File: src/rtl/alu_pkg.sv
// rtl/alu_pkg.sv - ALU function codes, latency lookup and sequencer state encoding
package alu_pkg;

  localparam logic [3:0] OP_ADD = 4'b1111;
  localparam logic [3:0] OP_SUB = 4'b1110;
  localparam logic [3:0] OP_AND = 4'b1101;
  localparam logic [3:0] OP_OR  = 4'b1100;
  localparam logic [3:0] OP_MUL = 4'b0001;
  localparam logic [3:0] OP_DIV = 4'b0010;
  localparam logic [3:0] OP_SLL = 4'b1010;
  localparam logic [3:0] OP_SLR = 4'b1011;
  localparam logic [3:0] OP_ROL = 4'b1001;
  localparam logic [3:0] OP_ROR = 4'b1000;

  typedef enum logic [1:0] {
    ST_IDLE = 2'd0,
    ST_EXEC = 2'd1,
    ST_DONE = 2'd2
  } seq_state_t;

  function automatic logic is_legal_op(input logic [3:0] ctl);
    case (ctl)
      OP_ADD, OP_SUB, OP_AND, OP_OR, OP_MUL,
      OP_DIV, OP_SLL, OP_SLR, OP_ROL, OP_ROR: is_legal_op = 1'b1;
      default:                                is_legal_op = 1'b0;
    endcase
  endfunction

  // Illegal codes still occupy the ALU for one cycle so they answer quickly.
  function automatic logic [3:0] op_latency(input logic [3:0] ctl,
                                            input logic [3:0] muldiv_cycles,
                                            input logic [3:0] simple_cycles);
    if (ctl == OP_MUL || ctl == OP_DIV) op_latency = muldiv_cycles;
    else if (is_legal_op(ctl))          op_latency = simple_cycles;
    else                                op_latency = 4'd1;
  endfunction

endpackage

File: src/rtl/alu_arbiter_seq_rr_arb2.sv
// rtl/alu_arbiter_seq_rr_arb2.sv - two-requester round-robin grant with priority register
module rr_arb2 (
  input  logic clk,
  input  logic rst,
  input  logic en,
  input  logic req0,
  input  logic req1,
  output logic gnt0,
  output logic gnt1,
  output logic gnt_id
);

  logic prio;

  always_comb begin
    gnt0 = 1'b0;
    gnt1 = 1'b0;
    if (en) begin
      if (req0 && req1) begin
        gnt0 = !prio;
        gnt1 = prio;
      end else begin
        gnt0 = req0;
        gnt1 = req1;
      end
    end
  end

  assign gnt_id = gnt1;

  // After a grant the loser of any future tie is the requester just served.
  always_ff @(posedge clk) begin
    if (rst)              prio <= 1'b0;
    else if (gnt0 || gnt1) prio <= gnt0;
  end

endmodule

File: src/rtl/alu_arbiter_seq.sv
// rtl/alu_arbiter_seq.sv - shares one combinational ALU between two requesters, round-robin
module alu_arbiter_seq
  import alu_pkg::*;
#(
  parameter int WIDTH         = 16,
  parameter int MULDIV_CYCLES = 4,
  parameter int SIMPLE_CYCLES = 1
) (
  input  logic             clk,
  input  logic             rst,
  input  logic             req0_valid,
  output logic             req0_ready,
  input  logic [WIDTH-1:0] req0_a,
  input  logic [WIDTH-1:0] req0_b,
  input  logic [3:0]       req0_ctl,
  input  logic             req1_valid,
  output logic             req1_ready,
  input  logic [WIDTH-1:0] req1_a,
  input  logic [WIDTH-1:0] req1_b,
  input  logic [3:0]       req1_ctl,
  output logic             rsp_valid,
  input  logic             rsp_ready,
  output logic             rsp_id,
  output logic [WIDTH-1:0] rsp_r,
  output logic [WIDTH-1:0] rsp_s,
  output logic             rsp_exc,
  output logic [WIDTH-1:0] alu_a,
  output logic [WIDTH-1:0] alu_b,
  output logic [3:0]       alu_ctl,
  input  logic [WIDTH-1:0] alu_r,
  input  logic [WIDTH-1:0] alu_s,
  input  logic             alu_exc,
  output logic             busy
);

  seq_state_t       state, state_next;
  logic [3:0]       cnt;
  logic             gnt0, gnt1, gnt_id, grant;
  logic [WIDTH-1:0] sel_a, sel_b;
  logic [3:0]       sel_ctl;

  rr_arb2 u_arb (
    .clk    (clk),
    .rst    (rst),
    .en     (state == ST_IDLE),
    .req0   (req0_valid),
    .req1   (req1_valid),
    .gnt0   (gnt0),
    .gnt1   (gnt1),
    .gnt_id (gnt_id)
  );

  assign grant      = gnt0 || gnt1;
  assign req0_ready = gnt0;
  assign req1_ready = gnt1;
  assign sel_a      = gnt_id ? req1_a   : req0_a;
  assign sel_b      = gnt_id ? req1_b   : req0_b;
  assign sel_ctl    = gnt_id ? req1_ctl : req0_ctl;
  assign rsp_valid  = (state == ST_DONE);
  assign busy       = (state != ST_IDLE);

  always_comb begin
    state_next = state;
    case (state)
      ST_IDLE: if (grant)          state_next = ST_EXEC;
      ST_EXEC: if (cnt == 4'd0)    state_next = ST_DONE;
      ST_DONE: if (rsp_ready)      state_next = ST_IDLE;
      default:                     state_next = ST_IDLE;
    endcase
  end

  always_ff @(posedge clk) begin
    if (rst) begin
      state   <= ST_IDLE;
      cnt     <= 4'd0;
      alu_a   <= '0;
      alu_b   <= '0;
      alu_ctl <= 4'd0;
      rsp_id  <= 1'b0;
      rsp_r   <= '0;
      rsp_s   <= '0;
      rsp_exc <= 1'b0;
    end else begin
      state <= state_next;
      case (state)
        ST_IDLE: begin
          if (grant) begin
            alu_a   <= sel_a;
            alu_b   <= sel_b;
            alu_ctl <= sel_ctl;
            rsp_id  <= gnt_id;
            cnt     <= op_latency(sel_ctl, 4'(MULDIV_CYCLES), 4'(SIMPLE_CYCLES)) - 4'd1;
          end
        end
        ST_EXEC: begin
          // Illegal codes never trust the ALU outputs; they report a bare exception.
          if (cnt == 4'd0) begin
            if (is_legal_op(alu_ctl)) begin
              rsp_r   <= alu_r;
              rsp_s   <= alu_s;
              rsp_exc <= alu_exc;
            end else begin
              rsp_r   <= '0;
              rsp_s   <= '0;
              rsp_exc <= 1'b1;
            end
          end else begin
            cnt <= cnt - 4'd1;
          end
        end
        default: ;
      endcase
    end
  end

endmodule

File: config.mk
export PLATFORM = sky130hd
export DESIGN_NAME = alu_arbiter_seq
export DESIGN_NICKNAME = d
export VERILOG_FILES = /design/src/rtl/alu_pkg.sv /design/src/rtl/alu_arbiter_seq_rr_arb2.sv /design/src/rtl/alu_arbiter_seq.sv
export SDC_FILE = /design/constraint.sdc
export NUM_CORES = 1
export LEC_CHECK = 0
export ABC_CLOCK_PERIOD_IN_PS = 1950
export BUFFER_PORTS_ARGS = -buffer_cell sky130_fd_sc_hd__buf_2
export CORE_UTILIZATION = 40
export DETAILED_ROUTE_END_ITERATION = 12
export GPL_ROUTABILITY_DRIVEN = 0
export GPL_TIMING_DRIVEN = 1
export MAX_ROUTING_LAYER = met4
export PLACE_DENSITY = 0.76
export SLEW_MARGIN = 20
export SYNTH_ARGS = -nofsm -noshare
export SYNTH_HDL_FRONTEND = slang
export SYNTH_SLANG_ARGS = --single-unit
File: constraint.sdc
create_clock -name clk -period 1.95 [get_ports clk]
set_input_delay 0.2925 -clock clk [delete_from_list [all_inputs] [get_ports clk]]
set_output_delay 0.2925 -clock clk [all_outputs]
set_load 0.05 [all_outputs]
* Word level (Yosys, flattened, before mapping)
Memories as Yosys holds them, arrays and structs flattened. A register that Yosys moved wholly into a read port is not among the register bits. Index checks and enable logic that the tools add are counted.
Word-level totals: flip-flop bits (word level) 77, latch bits 0, RAM bits 0, ROM bits 16, input port bits 110, output and inout bits 74, logic and storage cells 59, memories kept 1
Cells by class: add/subtract/negate cells 2, multiply operators 0, divide/modulo/power cells 0, order comparisons 0, equal/unequal tests 8, shift-type cells 0, muxes and demuxes 26, bitwise operators 0, reductions and logical operators 12
Memory list:
- (name not given) | depth 16, width 1, read ports 1, clocked after memory_dff 1, write ports 0, line alu_pkg.sv:22 | case (ctl)
Operators by type and width (count):
- 2-to-1 mux 16 bit | 4
- 2-to-1 mux 4 bit | 8
- 2-to-1 mux 1 bit | 8
- case mux 4 bit (2 select lines) | 1
- subtractor 4 x 1 -> 4 bit (second input constant) | 2
- 2-to-1 mux 2 bit | 3
- inequality test 2 bit (second input constant) | 3
- case mux 2 bit (3 select lines) | 1
- AND reduction 3 bit | 2
- == test 4 x 1 -> 1 bit (second input constant) | 1
- == test 4 x 2 -> 1 bit (second input constant) | 1
- zero test 4 bit | 1
- AND reduction 2 bit | 2
- nonzero test 2 bit | 2
- 2-to-1 mux 3 bit | 1
- == test 2 x 1 -> 1 bit (second input constant) | 1
- == test 2 bit (second input constant) | 1
- zero test 2 bit | 1
- logical OR 1 bit | 2
- inequality test 2 x 1 -> 1 bit (second input constant) | 1
- logical AND 1 bit | 1
- zero test 1 bit | 1

* Longest topological paths before layout
Gate-level depths: netlist of run 1.
word-level depth 13, depth in mapped cells 10, mapped depth without buffers 10

* By module
Synthesis of run 1 repeated with hierarchy kept, for this count alone.
Unflattened totals: cells, all modules 369, area, all modules 3275.6 µm²
Modules (own cells, without submodules):
- alu_arbiter_seq | instances 1, cells an instance 360, area an instance 3213.1 µm², seq. area each 1541.5 µm²
- rr_arb2 | instances 1, cells an instance 9, area an instance 62.6 µm², seq. area each 20.0 µm²

* Worst setup path after synthesis of run 1
No wires, ideal clock.
kind reg-to-reg, start reg state[1], end reg cnt[2], setup time 0.074 ns, data arrival time 1.970 ns, data required time 1.876 ns, setup slack -0.094 ns, cell stages (with the launch flop) 10, path buffers 0, clock period less this slack 2.044 ns, path through dfxtp_1 > nor3b_2 > nand2_4 > inv_2 > o41ai_1 > nor2_1 > a21oi_1 > ha_1 > or4_1 > a31oi_1
On the way: longest elaborated chain between the ends 12, elaborated cells between the ends (all ways) 20, classes of those cells add/sub (1); eq/ne (5); mux (9); reduce/logical (5)
RTL lines:
- start, declared | line alu_arbiter_seq.sv:36 | seq_state_t state, state_next;
- start signal, assigned | line alu_arbiter_seq.sv:84 | state <= state_next;
- zero test 2 bit | line alu_arbiter_seq.sv:45, alu_arbiter_seq.sv:85
- 2-to-1 mux 1 bit | line alu_arbiter_seq_rr_arb2.sv:18 | if (en) begin
- 2-to-1 mux 4 bit | line alu_arbiter_seq.sv:58 | assign sel_ctl = gnt_id ? req1_ctl : req0_ctl;
- == test 4 x 1 -> 1 bit / == test 4 x 2 -> 1 bit (equally long branches) | line alu_pkg.sv:33 | if (ctl == OP_MUL || ctl == OP_DIV) op_latency = muldiv_cycles;
- logical OR 1 bit | line alu_pkg.sv:33
- 2-to-1 mux 3 bit | line alu_pkg.sv:33
- 2-to-1 mux 4 bit | line alu_arbiter_seq.sv:87 | if (grant) begin
- 2-to-1 mux 4 bit | line alu_arbiter_seq.sv:85 | case (state)
- 2-to-1 mux 4 bit | line alu_arbiter_seq.sv:73 | if (rst) begin
- subtractor 4 x 1 -> 4 bit | line alu_arbiter_seq.sv:92 | cnt <= op_latency(sel_ctl, 4'(MULDIV_CYCLES), 4'(SIMPLE_CYCLES)) - 4'd1;
- 2-to-1 mux 4 bit | line alu_arbiter_seq.sv:87
- case mux 4 bit (2 select lines) | line alu_arbiter_seq.sv:85
- end signal, assigned | line alu_arbiter_seq.sv:92
- end signal, assigned | line alu_arbiter_seq.sv:108 | cnt <= cnt - 4'd1;
- end, declared | line alu_arbiter_seq.sv:37 | logic [3:0] cnt;
Parallel ways exist; a longest one is shown, timed or not. The select of a mux whose other input is x is not followed. A chain may end at the register's enable or synchronous reset.

* Worst setup path in the final report of run 1
start reg state[0], end reg cnt[2]
The elaborated chain is that of the path after synthesis.

==> flow_results.org, run 1 <==
** Detailed routing
- DRC violation count after routing :: 0
- Total via count after detailed routing :: 3,579
- In this run the remaining antenna-violating nets after routing total 0.
- Initial DRT Pass Iterations :: 5
- For this block, the routed nets add up to 9290 um of wire.
- For this block, the initial DRC count from the detailed router was 115.
- Dividing the detail-routed via count by the number of cells gives 5.13.
- Routed length per placed instance :: 13.3 um

** Timing
- Setup repair after global routing could not meet its margin everywhere.
- The number of failing hold endpoints at the final stage was 0.
- Headroom to the max-slew limit :: 0.709
- Fin. max-slew vios :: 0
- Slew @ Worst Pin :: between 0.4 and 0.5 ns
- Derived from the worst setup path, the maximum achievable clock frequency is 504 MHz.
- Setup violation total in the final timing report :: 1
- In the post-route analysis, the smallest setup slack over all paths is -0.0330 ns.
- Worst clock skew :: 0.00872 ns
- Setup_tns :: -0.0330 ns
- Crit path time final :: 1.98 ns
- In the finished design, the share of the clock period the worst path needs comes to 1.02.

** Worst setup path
- Worst-path maximum fanout :: 5
- The worst setup path is captured at a flip-flop.
- Reg2Reg Setup Slack :: -0.03 ns
- STA classifies the critical path startpoint as a flip-flop.
- The kind of cell with the highest combined delay along the critical path is simple AND/OR/NAND/NOR gates.
- Delay contributed by the slowest stage of the critical path :: 0.49 ns
- FF-to-FF End :: cnt[2]
- The startpoint identified for the worst register-to-register timing path is state[0].
- Crit path arrival time :: approximately 2.2 ns
- Sequence of cells on the critical path :: nor3b_4, nand2_4, inv_4, o41ai_2, nor2_1, a21oi_1, ha_2, or4_1, a31oi_1
- Kind of critical path :: reg2reg
- Buffers & Inverters on Critical Path :: 1
- Among all stages on the critical path, the largest delay is contributed by or4_1.
- Data required, critical path :: 2.21 ns
- Measured in cells, the most critical reg-to-reg path has a length of 9.

** GRT
- Gr ovfl total :: 0
- Largest net degree at the start of global routing :: 41
- Antenna violations before repair :: 0
- Number of global-route vias before repair :: about 3,300
- The first global-routing pass estimated 14,900 um of wire.
- Total global routing track utilization :: 0.227

** Finish
- In the final layout, the share of cells above drive strength 1 is 0.390.
- The finished cells cover 4590 um2.
- Highest-count cells in the layout ignoring fill and taps :: 181 x buf_2, 103 x nand2_1, 76 x dfxtp_1
- Layout fillers :: about 730
- Ant diodes :: 0
- Post-layout instance count excluding filler cells :: 697
- Growth of design area from synthesis to finish :: 41.8%
- In the final design database the tool counted approximately 700 nets.
- Leaving out fill and tap cells, the most frequent cell in the layout is buf_2.

** Floorplan
- Measured along the x axis, the die boundary spans 91.9 um.
- Initial core utilization :: 0.416
- Core footprint :: 7770 um2
- Die Y :: 91.9 um
- Count of standard-cell rows :: 32
- Die area :: 8450 um2
- Count of pins on the block boundary :: 184

** Power and ir drop
- Power spread over the standard cell area amounts to about 1200 nW/um2.
- Power, Total :: around 5.6 mW
- Of the total power, registers draw 0.354.
- Clock power frac :: 0.231
- Logic pwr share :: 0.415
- For this design the static power due to leakage is 2.15 nW.
- In this run the power spent charging and discharging nets is 2.38 mW.
- Int Power :: 3.24 mW
- Across the VDD grid, the largest voltage drop is 0.605 mV.
- Switching share of power :: 0.423

** Clocking
- Root buffer cell :: clkbuf_8
- TritonCTS built the clock tree.
- The clock passes through at most 2 buffers.
- TritonCTS created 9 clock buffers.
- After clock tree synthesis, the clock-pin slew on the worst setup and hold paths is 0.08 ns.
- Worst-Skew Late Latency :: 0.33 ns
- CTS H-Tree Depth :: 3
- Number of clock sinks :: 78

** Logic synthesis
- The Yosys step of the flow raised 0 warnings.
- In the synthesized netlist the async set-or-reset flop fraction comes to 0.
- Cells after synthesis :: 407
- Synth Register Bits :: 78
- Netlist area before placement :: 3230 um2
- Mean cell area of the mapped netlist :: 7.94 um2
- The number of nets in the synthesized netlist is 518.
- Synth cell types :: 37
- The most used flip-flop cell after synthesis is dfxtp_1.
- Counting flops with a built-in enable in the synthesized netlist gives 0.
- Of the synthesized area, sequential elements account for 0.483.

** Outcome
- Failing checks :: setup timing
- Outcome :: finished, violations left

** Placement
- Number of placed cells counting well taps :: 679
- Count of input and output buffers :: 183
- Once detailed placement completed, the half-perimeter wirelength came to 6810 um.
- Once placement finished, the instance area stood at 4320 um2.
- Prior to clock tree synthesis, the placed netlist has a worst setup slack of -0.129 ns.

** Worst hold path
- The startpoint identified for the worst hold timing path is rst.
- Hold/Removal Path Class :: in2reg
- Along the worst hold path, the cell count comes to 2.
- Hold EP :: alu_ctl[0]

** Flow run
- Number of maximum-capacitance constraint violations :: 0
## registers in the layout, indices dropped and copies added (netlist names), named ones only
name and cells:
rsp_exc 1, alu_ctl 4, alu_b 16, cnt 4, rsp_r 16, alu_a 16, u_arb.prio 1, rsp_id 1
rsp_s 16, state 2
## kinds of logic (layout without fill, tap and decap cells)
logic type / after synthesis / in the layout / synth area share
buffers and inverters: 35 / 223 / 0.0433
flip-flops: 78 / 78 / 0.483
adder cells (fa/ha/maj): 1 / 1 / 0.00387
AND/OR/NAND/NOR: 205 / 205 / 0.279
AO/OA/AOI/OAI: 85 / 85 / 0.182
XOR/XNOR: 3 / 3 / 0.00813
## synthesized netlist by cell type (3+ instances only)
| master | count | area share |
|---|---|---|
| dfxtp_1 | 78 | 0.48 |
| nand2b_1 | 3 | 0.0058 |
| nor2b_1 | 4 | 0.0077 |
| a311oi_1 | 36 | 0.098 |
| clkbuf_1 | 24 | 0.028 |
| nor2_1 | 43 | 0.050 |
| o21ai_0 | 3 | 0.0046 |
| buf_2 | 7 | 0.011 |
| nand3_1 | 34 | 0.053 |
| a21oi_1 | 39 | 0.060 |
| nand2_1 | 103 | 0.12 |
## metrics by stage
step            util  hold slack [ns]
5_1_grt        0.590            0.187
4_1_cts        0.588            0.178
3_3_place_gp   0.557            0.435
2_1_floorplan      -            0.373
6_report       0.590            0.205
3_5_place_dp   0.557            0.440
## layout make-up
cell class	instances	area, um2	area share
Clock inverter	6	86.3	0.0188
Multi-Input combinational cell	294	1560	0.340
Tap cell	102	128	0.0278
Inverter	2	10.0	0.00218
Sequential cell	78	1570	0.342
Timing Repair Buffer	205	1110	0.242
Clock buffer	10	128	0.0278
## timing repair
item,4_1_cts,5_1_grt
hold buffers,0,0
buffers inserted,2,0
setup endpoints to repair,2,8
endpoints found under the hold margin,0,0
gates resized for setup,5,4
pin swaps,5,1
## worst register-to-register path: stages (launching register included)
cell	delay, ns
dfxtp_4	0.37
nor3b_4	0.27
nand2_4	0.09
inv_4	0.07
o41ai_2	0.08
nor2_1	0.09
a21oi_1	0.06
ha_2	0.22
or4_1	0.49
a31oi_1	0.18
## power groups by stage
stage	sequential (mW)	combinational [mW]	clock [mW]
finish	1.99	2.33	1.29
global route	2.02	2.50	1.42
CTS	1.99	2.33	1.34
detailed placement	2.02	2.31	0
global placement	2.01	2.27	0
floorplan	2.77	0.909	0
## how the worst max path moves through the flow
stage          slack, ns  cells past startpoint  startpoint      to
3_3_place_gp        0.02                     11  req1_valid  cnt[2]
3_5_place_dp       -0.13                     11  req1_valid  cnt[2]
6_report           -0.03                      9    state[0]  cnt[2]
5_1_grt            -0.11                     10  u_arb.prio  cnt[2]
4_1_cts           -0.002                     10  u_arb.prio  cnt[2]
2_1_floorplan       0.01                      9    state[0]  cnt[2]
## layer usage
layer  up-vias  share of wire  track usage
met5         -              0            -
met4         0         0.0087        0.102
met3         8          0.078       0.0589
met2       168           0.49        0.382
met1      1620           0.42        0.252
li1       1783              -            -
Power figures use the tool's default switching activity.
==> inputs of run 2 (changes only) <==
ABC_CLOCK_PERIOD_IN_PS = 1900   (was 1950)
CORE_UTILIZATION = 44   (was 40)
PLACE_DENSITY = 0.79   (was 0.76)
REMOVE_ABC_BUFFERS = 1   (was unset)
clock period = 1.9 ns   (was 1.95 ns; I/O delays follow)
==> run 2 against run 1 <==
The run still ends with setup timing left. Sequential share of layout area down 0.30 points. Die area down 8.9%. Non-clock buffer count up 2. Power up 2.7%. Sequential power up 3%. Maximum frequency up 3.1%. First-iteration DRC count down 8.7%. Critical path depth down 2. Clock power about the same. Combinational power up 5%. Setup slack better by 0.0092 ns. Final cell count down 0.57%.
==> flow_results.org, run 2 (synthesis results as in run 1) <==
** Outcome
- Outcome :: finished, violations left
- Failing checks :: setup timing

** Finish
- Layout fillers :: 610 (-17%)
- Compared with the post-synthesis result, the final layout area differs by 42.9%.
- Fraction of layout instances using a drive strength above 1 :: 0.399 (+0.00874)
- Most common cell after layout, fill and taps aside :: buf_2
- Net count of the finished layout :: 703 (+0.29%)
- The post-layout instance count excluding filler cells is 693 (-0.57%).
- Ant diodes :: 0 (unchanged)
- Leaving out fill and tap cells, the most frequent cells in the layout are 181 x buf_2, 103 x nand2_1, 76 x dfxtp_1.

** Power and ir drop
- The maximum vdd drop came to 0.559 mV (-7.6%).
- The total power divided by cell area is 1250 nW/um2 (+1.9%).
- Power, Total :: 5.76 mW (+2.7%)
- The cell leakage power came to 2.17 nW (+0.93%).

** Worst setup path
- In this run the critical register-to-register path is launched from state[1].
- STA classifies the critical path startpoint as a flip-flop.
- Sequence of cells on the critical path :: nor3b_4, buf_4, nand4_1, buf_4, o41a_1, or4_1, a31oi_1
- Cell at the slowest stage of the critical path :: or4_1
- Dominant cell type by count on the critical path :: buf_4
- Kind of critical path :: reg2reg
- The data arrival time of the critical path is 2.20 ns (-0.04 ns).
- Category of the worst setup path capture point :: flip-flop
- Delay contributed by the slowest stage of the critical path :: 0.54 ns (+0.05 ns)
- The count of cells along the worst register-to-register path was 7 (-2).
- The highest net fanout along the worst path came to 3 (-2).
- FF-to-FF End :: cnt[2]
- The endpoint required time on the critical path is 2.17 ns (-0.04 ns).
- The register-to-register path setup slack came to -0.02 ns (about the same).

** Clocking
- Number of clock sinks :: 78 (unchanged)
- The maximum clock path buffer count is 2 (unchanged).
- The worst-skew pair later-pin latency came to 0.35 ns (+0.02 ns).
- The quantity of hold-fixing buffers added after cts was 0 (unchanged).
- The CTS H-tree depth came to 3 (unchanged).
- Clock slew seen by the registers of the worst setup and hold paths :: 0.09 ns (about the same)
- TritonCTS built the clock tree.
- The cell sitting at the root of the clock tree is a clkbuf_8.
- Number of clock buffers inserted by TritonCTS :: 9 (unchanged)

** Floorplan
- Die Y :: 87.7 um (-4.6%)
- The area of the die came to 7690 um2 (-8.9%).
- Count of standard-cell rows :: 30 (-6.3%)
- The chip width was 87.7 um (-4.6%).
- Initial core utilization :: 0.466 (+0.0493)
- Core footprint :: 6940 um2 (-11%)
- Count of pins on the block boundary :: 184 (unchanged)

** Timing
- Crit path time final :: 1.92 ns (-0.0592 ns)
- Slew @ Worst Pin :: 0.470 ns (+0.0359 ns)
- Fin. max-slew vios :: 0 (unchanged)
- Maximum achievable frequency :: 520 MHz (+3.1%)
- RSZ-0062 raised after global routing :: yes
- The worst slew slack as a fraction of its limit was 0.687 (-0.0219).
- Worst clock skew :: 0.0138 ns (+0.00510 ns)
- The number of failing hold endpoints at the final stage is 0 (unchanged).
- PnR worst setup slack :: -0.0239 ns (+0.00918 ns)
- Fin crit share :: 1.01 (-0.00438)
- The final setup violation count was 1 (unchanged).

** GRT
- Largest net degree at the start of global routing :: 46 (+12%)
- Total global routing track utilization :: 0.239 (+0.0125)
- Number of global-route vias before repair :: 3,267 (-2.1%)
- Antenna violations before repair :: 0 (unchanged)
- The overall overflow remaining after global route came to 0 (unchanged).
- First-pass GRT wire length :: 14,100 um (-5.7%)

** Placement
- Half-perimeter wire length after detailed placement :: 6750 um (-0.87%)
- The cell total after placement came to 676 (-0.44%).
- Count of input and output buffers :: 183 (unchanged)

** Detailed routing
- The routed length per placed instance came to 13.5 um (+0.99%).
- The routed via count was 3,561 (-0.50%).
- DRC violation count after routing :: 0 (unchanged)
- The first-iteration detailed-routing DRC count came to 105 (-8.7%).
- Final WL :: 9330 um (+0.41%)
- Number of vias per cell after detailed routing :: 5.14 (about the same)
- The first-pass detailed-route iteration total was 4 (-1).
- The number of routed nets with antenna violations came to 0 (unchanged).

** Worst hold path
- Min-delay src :: req1_b[10]
- Number of cells on the worst hold path :: 3 (+1)
- Hold EP :: alu_b[10]
- The min-delay analysis places its worst path in the category in2reg.

** Flow run
- The max-capacitance violation count is 0 (unchanged).
run 2: metrics by stage:
step                      worst slack (ns)  hold slack, ns   util  area, um2  setup TNS (ns)
after floorplan                     -0.751           0.354      -       3100          -32.46
after global placement             -0.0756           0.435  0.626       4350         -0.0756
after detailed placement            -0.186           0.441  0.626       4350          -0.186
after CTS                          -0.0192           0.179  0.661       4590         -0.0192
after global routing                -0.114           0.188  0.665       4620          -0.125
final                              -0.0239           0.192  0.665       4620         -0.0239
run 2: worst max path at each step:
stage | startpoint | end | slack, ns
2_1_floorplan | state[1] | flip-flop | -0.75
3_3_place_gp | req1_valid | cnt[2] | -0.08
3_5_place_dp | req1_valid | cnt[2] | -0.19
4_1_cts | state[0] | cnt[2] | -0.02
5_1_grt | state[1] | cnt[2] | -0.11
6_report | state[1] | cnt[2] | -0.02
run 2: repair_timing:
action                                  in CTS  in global routing
pin swaps                                    5                  6
endpoints found under the hold margin        0                  0
setup buffers                                0                  1
endpoints found under the setup margin       3                  6
resized for setup                            9                  6
run 2: cell type report:
class | count | area, um2 | area share
clock buffer | 9 | 124 | 0.0268
clock inverter | 7 | 80.1 | 0.0173
inverter | 2 | 10.0 | 0.00217
multi-input combinational | 294 | 1580 | 0.341
sequential | 78 | 1560 | 0.339
tap | 96 | 120 | 0.0260
timing repair buffer | 207 | 1150 | 0.248
run 2: worst max-delay path, delay by kind of cell, from the launching register on:
family | cells | cell delay, ns
flops | 1 | 0.34
compound gates | 2 | 0.28
simple gates | 3 | 0.92
buf+inv | 2 | 0.33
run 2: routing by layer:
| metal | GRT usage | up-vias | routed length [um] |
|---|---|---|---|
| li1 | - | 1788 | - |
| met1 | 0.269 | 1610 | 3970 |
| met2 | 0.403 | 142 | 4520 |
| met3 | 0.0528 | 21 | 616 |
| met4 | 0.110 | 0 | 221 |
| met5 | - | - | 0 |
run 2: power breakdown:
group / total (mW) / switching [mW] / internal, mW
Combinational: 2.44 / 1.72 / 0.729
Sequential: 2.04 / 0.147 / 1.90
Clock: 1.27 / 0.646 / 0.628
Total: 5.76 / 2.51 / 3.25
